<file path="src/rtl/seg7_scan_driver.sv">
// seg7_scan_driver
// Drives a 4-digit, common-anode, multiplexed 7-segment display.
// The display shows the 16-bit value {A0M, A0L} as four hex digits.
// Digits are scanned 0 -> 1 -> 2 -> 3. Each digit slot is SCAN_DIV cycles long.
// Each slot begins with BLANK_CYCLES cycles of all-anodes-off to prevent ghosting.
// The inputs are copied into a shadow register once per frame, so one frame
// never mixes old and new values.
// Parameter constraints: BLANK_CYCLES >= 1 and SCAN_DIV >= BLANK_CYCLES+1.
// Optional feature: define SEG7_LZB_EN to enable leading-zero blanking of digits 3..1.
module seg7_scan_driver #(
  parameter int SCAN_DIV     = 50000,
  parameter int BLANK_CYCLES = 500
) (
  input  logic       clk,
  input  logic       reset,
  input  logic [7:0] A0M,
  input  logic [7:0] A0L,
  output logic [7:0] seg,
  output logic [3:0] anx
);

  localparam int              CNT_W    = $clog2(SCAN_DIV);
  localparam logic [CNT_W-1:0] CNT_LAST = CNT_W'(SCAN_DIV - 1);
  localparam logic [CNT_W-1:0] CNT_ON   = CNT_W'(BLANK_CYCLES);
  localparam logic [CNT_W-1:0] CNT_SNAP = CNT_W'(BLANK_CYCLES - 1);

  logic [CNT_W-1:0] cnt;
  logic [CNT_W-1:0] cnt_nx;
  logic [1:0]       idx;
  logic [1:0]       idx_nx;
  logic [15:0]      shadow;
  logic [15:0]      shadow_nx;
  logic             snap;
  logic             lead_zero;
  logic             lit;
  logic [3:0]       nib;

  // Map a hex nibble to active-low gfedcba segments.
  function automatic logic [6:0] hex_to_seg(input logic [3:0] h);
    logic [6:0] s;
    case (h)
      4'h0: s = 7'h40;
      4'h1: s = 7'h79;
      4'h2: s = 7'h24;
      4'h3: s = 7'h30;
      4'h4: s = 7'h19;
      4'h5: s = 7'h12;
      4'h6: s = 7'h02;
      4'h7: s = 7'h78;
      4'h8: s = 7'h00;
      4'h9: s = 7'h10;
      4'hA: s = 7'h08;
      4'hB: s = 7'h03;
      4'hC: s = 7'h46;
      4'hD: s = 7'h21;
      4'hE: s = 7'h06;
      default: s = 7'h0E;
    endcase
    return s;
  endfunction

  // Compute the next scan position and snapshot.
  // The outputs are registered from these next values, so they match cnt/idx after each edge.
  always_comb begin
    // NOTE: every signal assigned in this block gets a default value first.
    // Without a default, any path that skips an assignment would infer a latch.
    cnt_nx    = cnt + 1'b1;
    idx_nx    = idx;
    lead_zero = 1'b0;
    if (cnt == CNT_LAST) begin
      cnt_nx = '0;
      idx_nx = idx + 2'd1;
    end
    // Capture the inputs as digit0's lit phase begins, so digit0 shows the new value immediately.
    snap      = (idx == 2'd0) && (cnt == CNT_SNAP);
    shadow_nx = snap ? {A0M, A0L} : shadow;
    nib       = shadow_nx[{idx_nx, 2'b00} +: 4];
`ifdef SEG7_LZB_EN
    // A digit is blanked when it and every higher digit are zero. Digit0 is never blanked.
    case (idx_nx)
      2'd3:    lead_zero = (shadow_nx[15:12] == 4'h0);
      2'd2:    lead_zero = (shadow_nx[15:8]  == 8'h00);
      2'd1:    lead_zero = (shadow_nx[15:4]  == 12'h000);
      default: lead_zero = 1'b0;
    endcase
`endif
    lit = (cnt_nx >= CNT_ON) && !lead_zero;
  end

  // Register the scan state, the shadow copy and the display outputs.
  always_ff @(posedge clk or posedge reset) begin
    if (reset) begin
      cnt    <= '0;
      idx    <= 2'd0;
      shadow <= 16'h0000;
      anx    <= 4'b1111;
      seg    <= 8'hFF;
    end else begin
      // NOTE: sequential state uses non-blocking assignments.
      // This ensures every register samples values from before the clock edge.
      cnt    <= cnt_nx;
      idx    <= idx_nx;
      shadow <= shadow_nx;
      if (lit) begin
        anx <= ~(4'b0001 << idx_nx);
        seg <= {1'b1, hex_to_seg(nib)};
      end else begin
        anx <= 4'b1111;
        seg <= 8'hFF;
      end
    end
  end

endmodule
</file>
<file path="config.mk">
export PLATFORM = sky130hd
export DESIGN_NAME = seg7_scan_driver
export DESIGN_NICKNAME = d
export VERILOG_FILES = /design/src/rtl/seg7_scan_driver.sv
export SDC_FILE = /design/constraint.sdc
export NUM_CORES = 1
export LEC_CHECK = 0
export BUFFER_PORTS_ARGS = -buffer_cell sky130_fd_sc_hd__buf_2
export CELL_PAD_IN_SITES_DETAIL_PLACEMENT = 1
export CELL_PAD_IN_SITES_GLOBAL_PLACEMENT = 2
export CORE_UTILIZATION = 30
export DETAILED_ROUTE_END_ITERATION = 7
export GPL_TIMING_DRIVEN = 1
export PLACE_DENSITY_LB_ADDON = 0.1
export SETUP_SLACK_MARGIN = 0.5
export SLEW_MARGIN = 10
export SYNTH_ARGS = -nofsm -noshare
export SYNTH_HDL_FRONTEND = slang
export SYNTH_SLANG_ARGS = --single-unit
</file>
<file path="constraint.sdc">
create_clock -name clk -period 5.3 [get_ports clk]
set_clock_uncertainty 0.15 [all_clocks]
set_input_delay 0.265 -clock clk [delete_from_list [all_inputs] [get_ports clk]]
set_output_delay 0.265 -clock clk [all_outputs]
set_load 0.02 [all_outputs]
</file>
==> Flow_metrics.wiki, run 1 <==
{| class="wikitable"
! Metric !! Value
|-
| Routed Antenna Nets || 0
|-
| Max-cap violation count || 0
|-
| EDFF count, synth || 0
|-
| Crit-path max FO || 10
|-
| Post-detailed-placement half-perimeter wirelength || between 4 and 5 mm
|-
| Worst flop-to-flop path startpoint || cnt[9]$_DFF_PP0_
|-
| Post-Synth Simple-Gate Area || 20.8%
|-
| Cells traversed along the worst timing path || or4b_1, nor4_4, mux2i_2, clkinv_2, mux2i_1, mux2i_1, inv_1, ha_1, inv_1, mux2_1, o211ai_1
|-
| Final #Nets || about 270
|-
| Crit Path Category || reg -> reg
|-
| Wire length after detailed routing || approximately 5.7 mm
|-
| Synthesized instance count || approximately 220
|-
| PnR worst setup slack || approximately 1300 ps
|-
| Die extent in x || between 90 and 100 µm
|-
| Number of port buffers || 28
|-
| Total number of vias || around 1700
|-
| Total power divided by cell area || roughly 210 mW/mm²
|-
| Register clock-pin slew on the reported worst setup and hold paths || 90 ps
|-
| Kind of start point of the critical path || register
|-
| Signal arrival time at the worst endpoint || between 4000 and 5000 ps
|-
| Number of design-rule violations left by the first detailed-router iteration || between 50 and 60
|-
| Top-level port count || 30
|-
| Fin crit period || ~4000 ps
|-
| Reg-to-reg critical path endpoint || seg[1]$_DFF_PP1_
|-
| Area share of xor/xnor cells in the synthesized design || about 5.4%
|-
| Transition time at the pin with the least slew margin || a little under 1000 ps
|-
| CTS sink cnt || between 40 and 50
|-
| Slowest-stage cell, CP || dfrtp_1
|-
| Cell total after placement || approximately 340
|-
| Clock insertion delay at the later pin of the skew report || roughly 300 ps
|-
| Period utilisation layout || roughly 75%
|-
| Number of global-route vias before repair || roughly 1800
|-
| Post-detailed-route wirelength per cell || 16.3 µm
|-
| Post-route setup TNS || 0 ps
|-
| Worst slew margin relative to its limit || 34.4%
|-
| RSZ-0062 raised after global routing || false
|-
| Cells on worst reg2reg path || 11
|-
| Number of standard cells in the layout, taps in and fillers out || approximately 350
|-
| Slowest stage delay, CP || 560 ps
|-
| Routability-driven placement congestion ratio || 0.775
|-
| VDD IR max || about 0.11 mV
|-
| Most common flop cell mapped by yosys || dfrtp_1
|-
| Deepest level of the CTS H-tree || 2
|-
| Category of the worst setup path capture point || register
|-
| Portion of synthesized cell area occupied by the leading cell type || 35.2%
|-
| Number of search-and-repair iterations in the first detailed-routing pass || 4
|-
| Synthesized cell area || between 0.002 and 0.0025 mm²
|-
| Most repeated cell in the gate-level netlist after synthesis || dfrtp_1
|-
| Total die area || between 0.008 and 0.009 mm²
|-
| Clock tree from TritonCTS || built
|-
| Number of pins with negative max-slew slack in the final report || 0
|-
| Hold buffer count at CTS || 0
|-
| Top cells by instance count after synthesis || dfrtp_1 (34), nand3_1 (22), nand2_1 (15)
|-
| Number of buffers on the longest clock path || 2
|-
| Main combinational cell family by area after synthesis || simple AND/OR/NAND/NOR gates
|-
| Net count after synthesis || between 200 and 250
|-
| Count of different cell masters after synthesis || roughly 50
|-
| Yosys warning count || 0
|-
| Final Core Density || about a third
|-
| Overall Power || 0.000579 W
|-
| Sequential area share after synthesis || between 40% and 50%
|-
| Clock Tree Root || clkbuf_8
|-
| Number of antenna violations at the first check in global routing || 0
|-
| Synth Area in Adders || 3.62%
|-
| Site row count || 32
|-
| Leakage power || 1.15 nW
|-
| Postcts setup bufs || 0
|-
| Share of layout cells above drive strength 1 || between 20 and 30%
|-
| Top cells by area in the synthesized netlist || dfrtp_1 (35%), dfstp_2 (12%), nand3_1 (4.6%), mux2i_1 (4.1%), ha_1 (3.6%)
|-
| F_max || around 250 MHz
|-
| Number of buffers inserted during clock tree synthesis || 5
|-
| Post-detailed-route via-to-cell ratio || between 4 and 5
|-
| DR DRC count || 0
|-
| Share of synthesized registers carrying an async set or reset || 100%
|-
| Pin count of the biggest net entering global routing || between 40 and 50
|-
| Number of filler instances in the final layout || around 900
|-
| Final Hold Vio Count || 0
|-
| Chip height || just over 90 µm
|-
| Post_cts resized || 0
|-
| Mean Syn Cell Area || roughly 11 µm²
|-
| Critical Path RT || 5360 ps
|-
| Number of flip-flops and latches in the synthesized netlist || 45
|-
| GRT Total Usage || 14.8%
|-
| Core area || approximately 0.0078 mm²
|-
| R2r setup slk || between 1000 and 1500 ps
|-
| Post-place setup slack || approximately 1300 ps
|-
| Ant. Diodes || 0
|-
| Setup violation total in the final timing report || 0
|-
| Initial core utilization || between 30% and 40%
|-
| Synth Area in Compound Gates || a little under 8%
|-
| Outcome || finished, final reports clean
|-
| Hold Path Class || in -> async
|-
| Growth of design area from synthesis to finish || 12.7%
|-
| Congestion Overflow GR || 0
|-
| Post-synthesis mux area share || between 10% and 20%
|-
| Wire length of the first global-routing pass || approximately 9.6 mm
|-
| Cell type with the largest total area after synthesis || dfrtp_1
|}
-- cells in the final DEF, fill, tap and decap left out, drive strengths merged, types with 4 or more instances in the layout --
| cell type | count |
|---|---|
| dfrtp | 34 |
| buf | 29 |
| nand3 | 22 |
| nand2 | 16 |
| nor2 | 14 |
| mux2i | 12 |
| dfstp | 11 |
| mux2 | 11 |
| nand4 | 9 |
| xnor2 | 9 |
| inv | 9 |
| ha | 7 |
| o21ai | 7 |
| nor3 | 6 |
| clkbuf | 6 |
| nor4 | 6 |
| xor2 | 5 |
| a21oi | 4 |
| o221ai | 4 |
-- critical path, delay by kind of cell (launching register included) --
kind / cells / cell delay [ps]
muxes: 4 / 1400
adders and majority gates: 1 / 310
and+or+nand+nor: 2 / 860
buffers and inverters: 3 / 460
DFF: 1 / 560
AOI/OAI and AO/OA: 1 / 180
-- metal layers --
metal  vias to the layer above  GRT usage (%)  share of wire (%)
li1                        847              -                  -
met3                         5           3.32                2.6
met1                       861           23.1                 56
met5                         -              0                  0
met2                        24           20.5                 41
met4                         0           3.52               0.96
-- worst max path at each step --
stage	slack, ps	from	depth (start not counted)	end
after floorplan	1670	cnt[4]$_DFF_PP0_	11	seg[1]$_DFF_PP1_
after global placement	1480	cnt[9]$_DFF_PP0_	11	seg[1]$_DFF_PP1_
after detailed placement	1310	cnt[9]$_DFF_PP0_	11	seg[1]$_DFF_PP1_
after CTS	1270	cnt[9]$_DFF_PP0_	11	seg[1]$_DFF_PP1_
after global routing	980	cnt[9]$_DFF_PP0_	11	seg[1]$_DFF_PP1_
final	1310	cnt[9]$_DFF_PP0_	11	seg[1]$_DFF_PP1_
-- cells by family (layout without fill, tap and decap cells) --
group                      after synthesis  count (layout)
adders and majority gates                7               7
DFF                                     45              45
muxes                                   23              23
and+or+nand+nor                         87              87
buffers and inverters                   20              47
xor gates and xnor gates                14              14
AOI/OAI and AO/OA                       25              25
other                                    1               1
-- through the flow --
stage	cell area, µm²	hold slack, ps
2_1_floorplan	2420	270
3_3_place_gp	2640	325
3_5_place_dp	2640	319
4_1_cts	2730	59.0
5_1_grt	2730	59.1
6_report	2730	51.7
-- sequential cells by signal, summed over array words and instances (netlist names) --
register and flops:
anx 4, cnt 16, idx 2, seg 7
shadow 16
-- area by class of cell --
cell class / instances / area [µm²] / share of cell area (%)
Timing Repair Buffer: 29 / 148 / 5.42
Inverter: 10 / 38.8 / 1.42
Multi-Input combinational cell: 157 / 1180 / 43.3
Clock buffer: 6 / 82.6 / 3.03
Tap cell: 102 / 128 / 4.68
Sequential cell: 45 / 1140 / 41.8
Clock inverter: 2 / 8.76 / 0.321
-- where the power goes --
part            total, W  switching, W  internal [W]
Clock           0.000221      0.000118      0.000104
Combinational  0.0000138    0.00000925    0.00000451
Sequential      0.000343             0      0.000343
Total           0.000579      0.000127      0.000452
(Power assumes the default switching activity.)
==> run 2: changes to the inputs <==
==> constraint.sdc (replaced) <==
create_clock -name clk -period 3.35 [get_ports clk]
set_clock_uncertainty 0.15 [all_clocks]
set_input_delay 0.1675 -clock clk [delete_from_list [all_inputs] [get_ports clk]]
set_output_delay 0.1675 -clock clk [all_outputs]
set_load 0.02 [all_outputs]
==> run 2 against run 1 <==
Compared with the run above:
- critical path depth unchanged
- global-route usage up 2.1 points
- sequential power up 58%
- clock-buffer cell count down 1
- non-clock buffer count up 55
- final area up 27%
- final cell count up 16%
- register-to-register slack worse by 1300 ps
- via count up 15%
- sequential share of layout area down 8.9 points
- fmax up 20%
- combinational power rose to 2.6 times the previous value
- largest cell class unchanged
- largest power group unchanged
==> Flow_metrics.wiki, run 2 (same netlist as run 1, synthesis figures left out) <==
{| class="wikitable"
! Metric !! Value
|-
| Reg-to-reg critical path endpoint || seg[1]$_DFF_PP1_
|-
| Site row count || 32
|-
| CTS sink cnt || 45
|-
| Wire length after detailed routing || 6.74 mm
|-
| Growth of design area from synthesis to finish || 43.3%
|-
| Setup violation total in the final timing report || 0
|-
| Initial core utilization || 31.2%
|-
| Fin crit period || ~3300 ps
|-
| Core area || between 0.007 and 0.008 mm²
|-
| Pin count of the biggest net entering global routing || 46
|-
| Wire length of the first global-routing pass || 11.1 mm
|-
| Post-detailed-placement half-perimeter wirelength || about 4.6 mm
|-
| Clock Power Share || a little under half
|-
| Hold Path Class || in -> reg
|-
| Worst flop-to-flop path startpoint || cnt[12]$_DFF_PP0_
|-
| DR DRC count || 0
|-
| Final Hold Vio Count || 0
|-
| Hold EP || shadow[13]$_DFF_PP0_
|-
| Proportion of total power due to net switching || between 20% and 30%
|-
| VDD IR max || 0.196 mV
|-
| Launching instance or port of the critical path || cnt[12]$_DFF_PP0_
|-
| Crit-path max FO || 4
|-
| Crit Path Category || reg -> reg
|-
| Post-placement cell area || around 0.0029 mm²
|-
| Final non-filler cell area || between 0.003 and 0.004 mm²
|-
| Slowest-stage cell, CP || or4b_4
|-
| Cell internal pwr || 0.000863 W
|-
| Final #Nets || ~330
|-
| R2r setup slk || between 30 and 40 ps
|-
| Total die area || 0.00843 mm²
|-
| Slowest stage delay, CP || ~600 ps
|-
| Top-level port count || 30
|-
| Outcome || finished, final reports clean
|-
| Max-cap violation count || 0
|-
| GRT Total Usage || approximately 17%
|-
| Most frequent cells in the layout || buf_4 (38), dfrtp_1 (34), buf_2 (28)
|-
| Share of layout cells above drive strength 1 || between 40 and 50%
|-
| Clock tree from TritonCTS || built
|-
| Number of design-rule violations left by the first detailed-router iteration || 42
|-
| Routability-driven placement congestion ratio || between 0.7 and 0.8
|-
| Critical Path RT || 3430 ps
|-
| Number of buffers inserted during clock tree synthesis || 5
|-
| Cells on worst reg2reg path || 11
|-
| Post-detailed-route wirelength per cell || 16.6 µm
|-
| F_max || 302 MHz
|-
| Deepest level of the CTS H-tree || 2
|-
| Number of buffers on the longest clock path || 2
|-
| Transition time at the pin with the least slew margin || about 1000 ps
|-
| Worst slew margin relative to its limit || 33.2%
|-
| Number of global-route vias before repair || just over 2000
|-
| Number of antenna violations at the first check in global routing || 0
|-
| Number of search-and-repair iterations in the first detailed-routing pass || 4
|-
| Worst hold start || A0M[5]
|-
| Post-detailed-route via-to-cell ratio || 4.92
|-
| Clock insertion delay at the later pin of the skew report || ~300 ps
|-
| Signal arrival time at the worst endpoint || between 3000 and 4000 ps
|-
| Number of port buffers || 28
|-
| Cell total after placement || 376
|-
| Part of the power in combinational logic || between 3 and 4%
|-
| Min-Delay Path Depth || 3
|-
| Leading cell type in the layout, fill and taps excluded || buf_4
|-
| Largest registers ranked by flip-flop count || cnt: 16 flops, shadow: 16 flops, seg: 7 flops
|-
| Sequential share of power || 50.1%
|-
| Number of pins with negative max-slew slack in the final report || 0
|-
| Sequential cell area || between 0.001 and 0.0015 mm²
|-
| Period utilisation layout || between 90 and 100%
|-
| Routed Antenna Nets || 0
|-
| Kind of start point of the critical path || register
|-
| Leakage power || ~1.5 nW
|-
| Cells traversed along the worst timing path || or4_4, or4b_4, nor2_4, mux2_4, mux2i_2, mux2i_2, inv_2, ha_4, inv_2, mux2_4, o211ai_1
|-
| Total power divided by cell area || between 300 and 400 mW/mm²
|-
| Number of standard cells in the layout, taps in and fillers out || approximately 400
|-
| Final Core Density || approximately 45%
|-
| Area of combinational cells with multiple inputs || ~0.0014 mm²
|-
| Congestion Overflow GR || 0
|-
| Ant. Diodes || 0
|-
| Chip height || 91.8 µm
|-
| RSZ-0062 raised after global routing || true
|-
| Register clock-pin slew on the reported worst setup and hold paths || roughly 100 ps
|-
| NetSw || ~0.00022 W
|-
| Die extent in x || 91.8 µm
|-
| Category of the worst setup path capture point || register
|-
| Clock Tree Root || clkbuf_8
|-
| Number of filler instances in the final layout || roughly 860
|-
| Total number of vias || 2003
|}
-- run 2: cell count changes in the layout (fill, tap and decap cells not counted), sizes merged --
| cell | delta |
|---|---|
| nor2 | +1 |
| inv | +1 |
| buf | +40 |
| bufinv | +2 |
| dlygate4sd3 | +15 |
| clkbuf | -1 |
| clkinv | -2 |
-- run 2: how the worst max path moves through the flow --
stage	cells past startpoint	end	slack (ps)
final	11	seg[1]$_DFF_PP1_	30
after CTS	9	seg[1]$_DFF_PP1_	80
after global placement	12	seg[3]$_DFF_PP1_	-0.09
after global routing	11	seg[1]$_DFF_PP1_	-80
after floorplan	11	seg[1]$_DFF_PP1_	-120
after detailed placement	10	seg[0]$_DFF_PP1_	-30
-- run 2: repair_timing --
action | 4_1_cts | 5_1_grt
hold endpoints to repair | 48 | 0
setup endpoints to repair | 11 | 11
hold buffers | 15 | 0
pin swaps | 12 | 9
buffers inserted | 5 | 2
cloned | 1 | 0
gates resized for setup | 35 | 7
-- run 2: per-stage QoR --
stage	power [W]	TNS, ps	hold slack, ps	setup WS [ps]
3_5_place_dp	0.000577	-39.1	280	-32.3
5_1_grt	0.00113	-145	77.9	-76.0
3_3_place_gp	0.000577	-0.0906	280	-0.0906
4_1_cts	0.00110	0	46.7	83.1
6_report	0.00109	0	88.7	33.6
2_1_floorplan	0.000564	-118	173	-118
-- run 2: power groups by stage --
stage	Combinational [W]	Clock (W)	Sequential, W
finish	0.0000365	0.000505	0.000543
global route	0.0000409	0.000541	0.000544
global placement	0.0000233	0	0.000554
floorplan	0.00000994	0	0.000554
CTS	0.0000371	0.000520	0.000544
detailed placement	0.0000236	0	0.000554
-- run 2: worst max-delay path: cells and delay by family, from the launching register on --
| family | cells | cell delay [ps] |
|---|---|---|
| AND/OR/NAND/NOR | 3 | 1360 |
| multiplexers | 4 | 920 |
| flip-flops | 1 | 390 |
| AO/OA/AOI/OAI | 1 | 160 |
| buffers and inverters | 2 | 150 |
| adder cells (fa/ha/maj) | 1 | 130 |
-- run 2: layout make-up --
cell class	instances	area share, %
Clock inverter	3	1.98
Inverter	10	1.23
Tap cell	102	3.68
Multi-Input combinational cell	158	40.3
Clock buffer	5	1.98
Sequential cell	45	32.9
Timing Repair Buffer	84	17.9
-- run 2: routing by layer --
layer	routed length [µm]	GRT usage [%]
met1	3440	25.0
met2	3080	26.0
met4	46	3.91
met5	0	0
met3	171	2.74
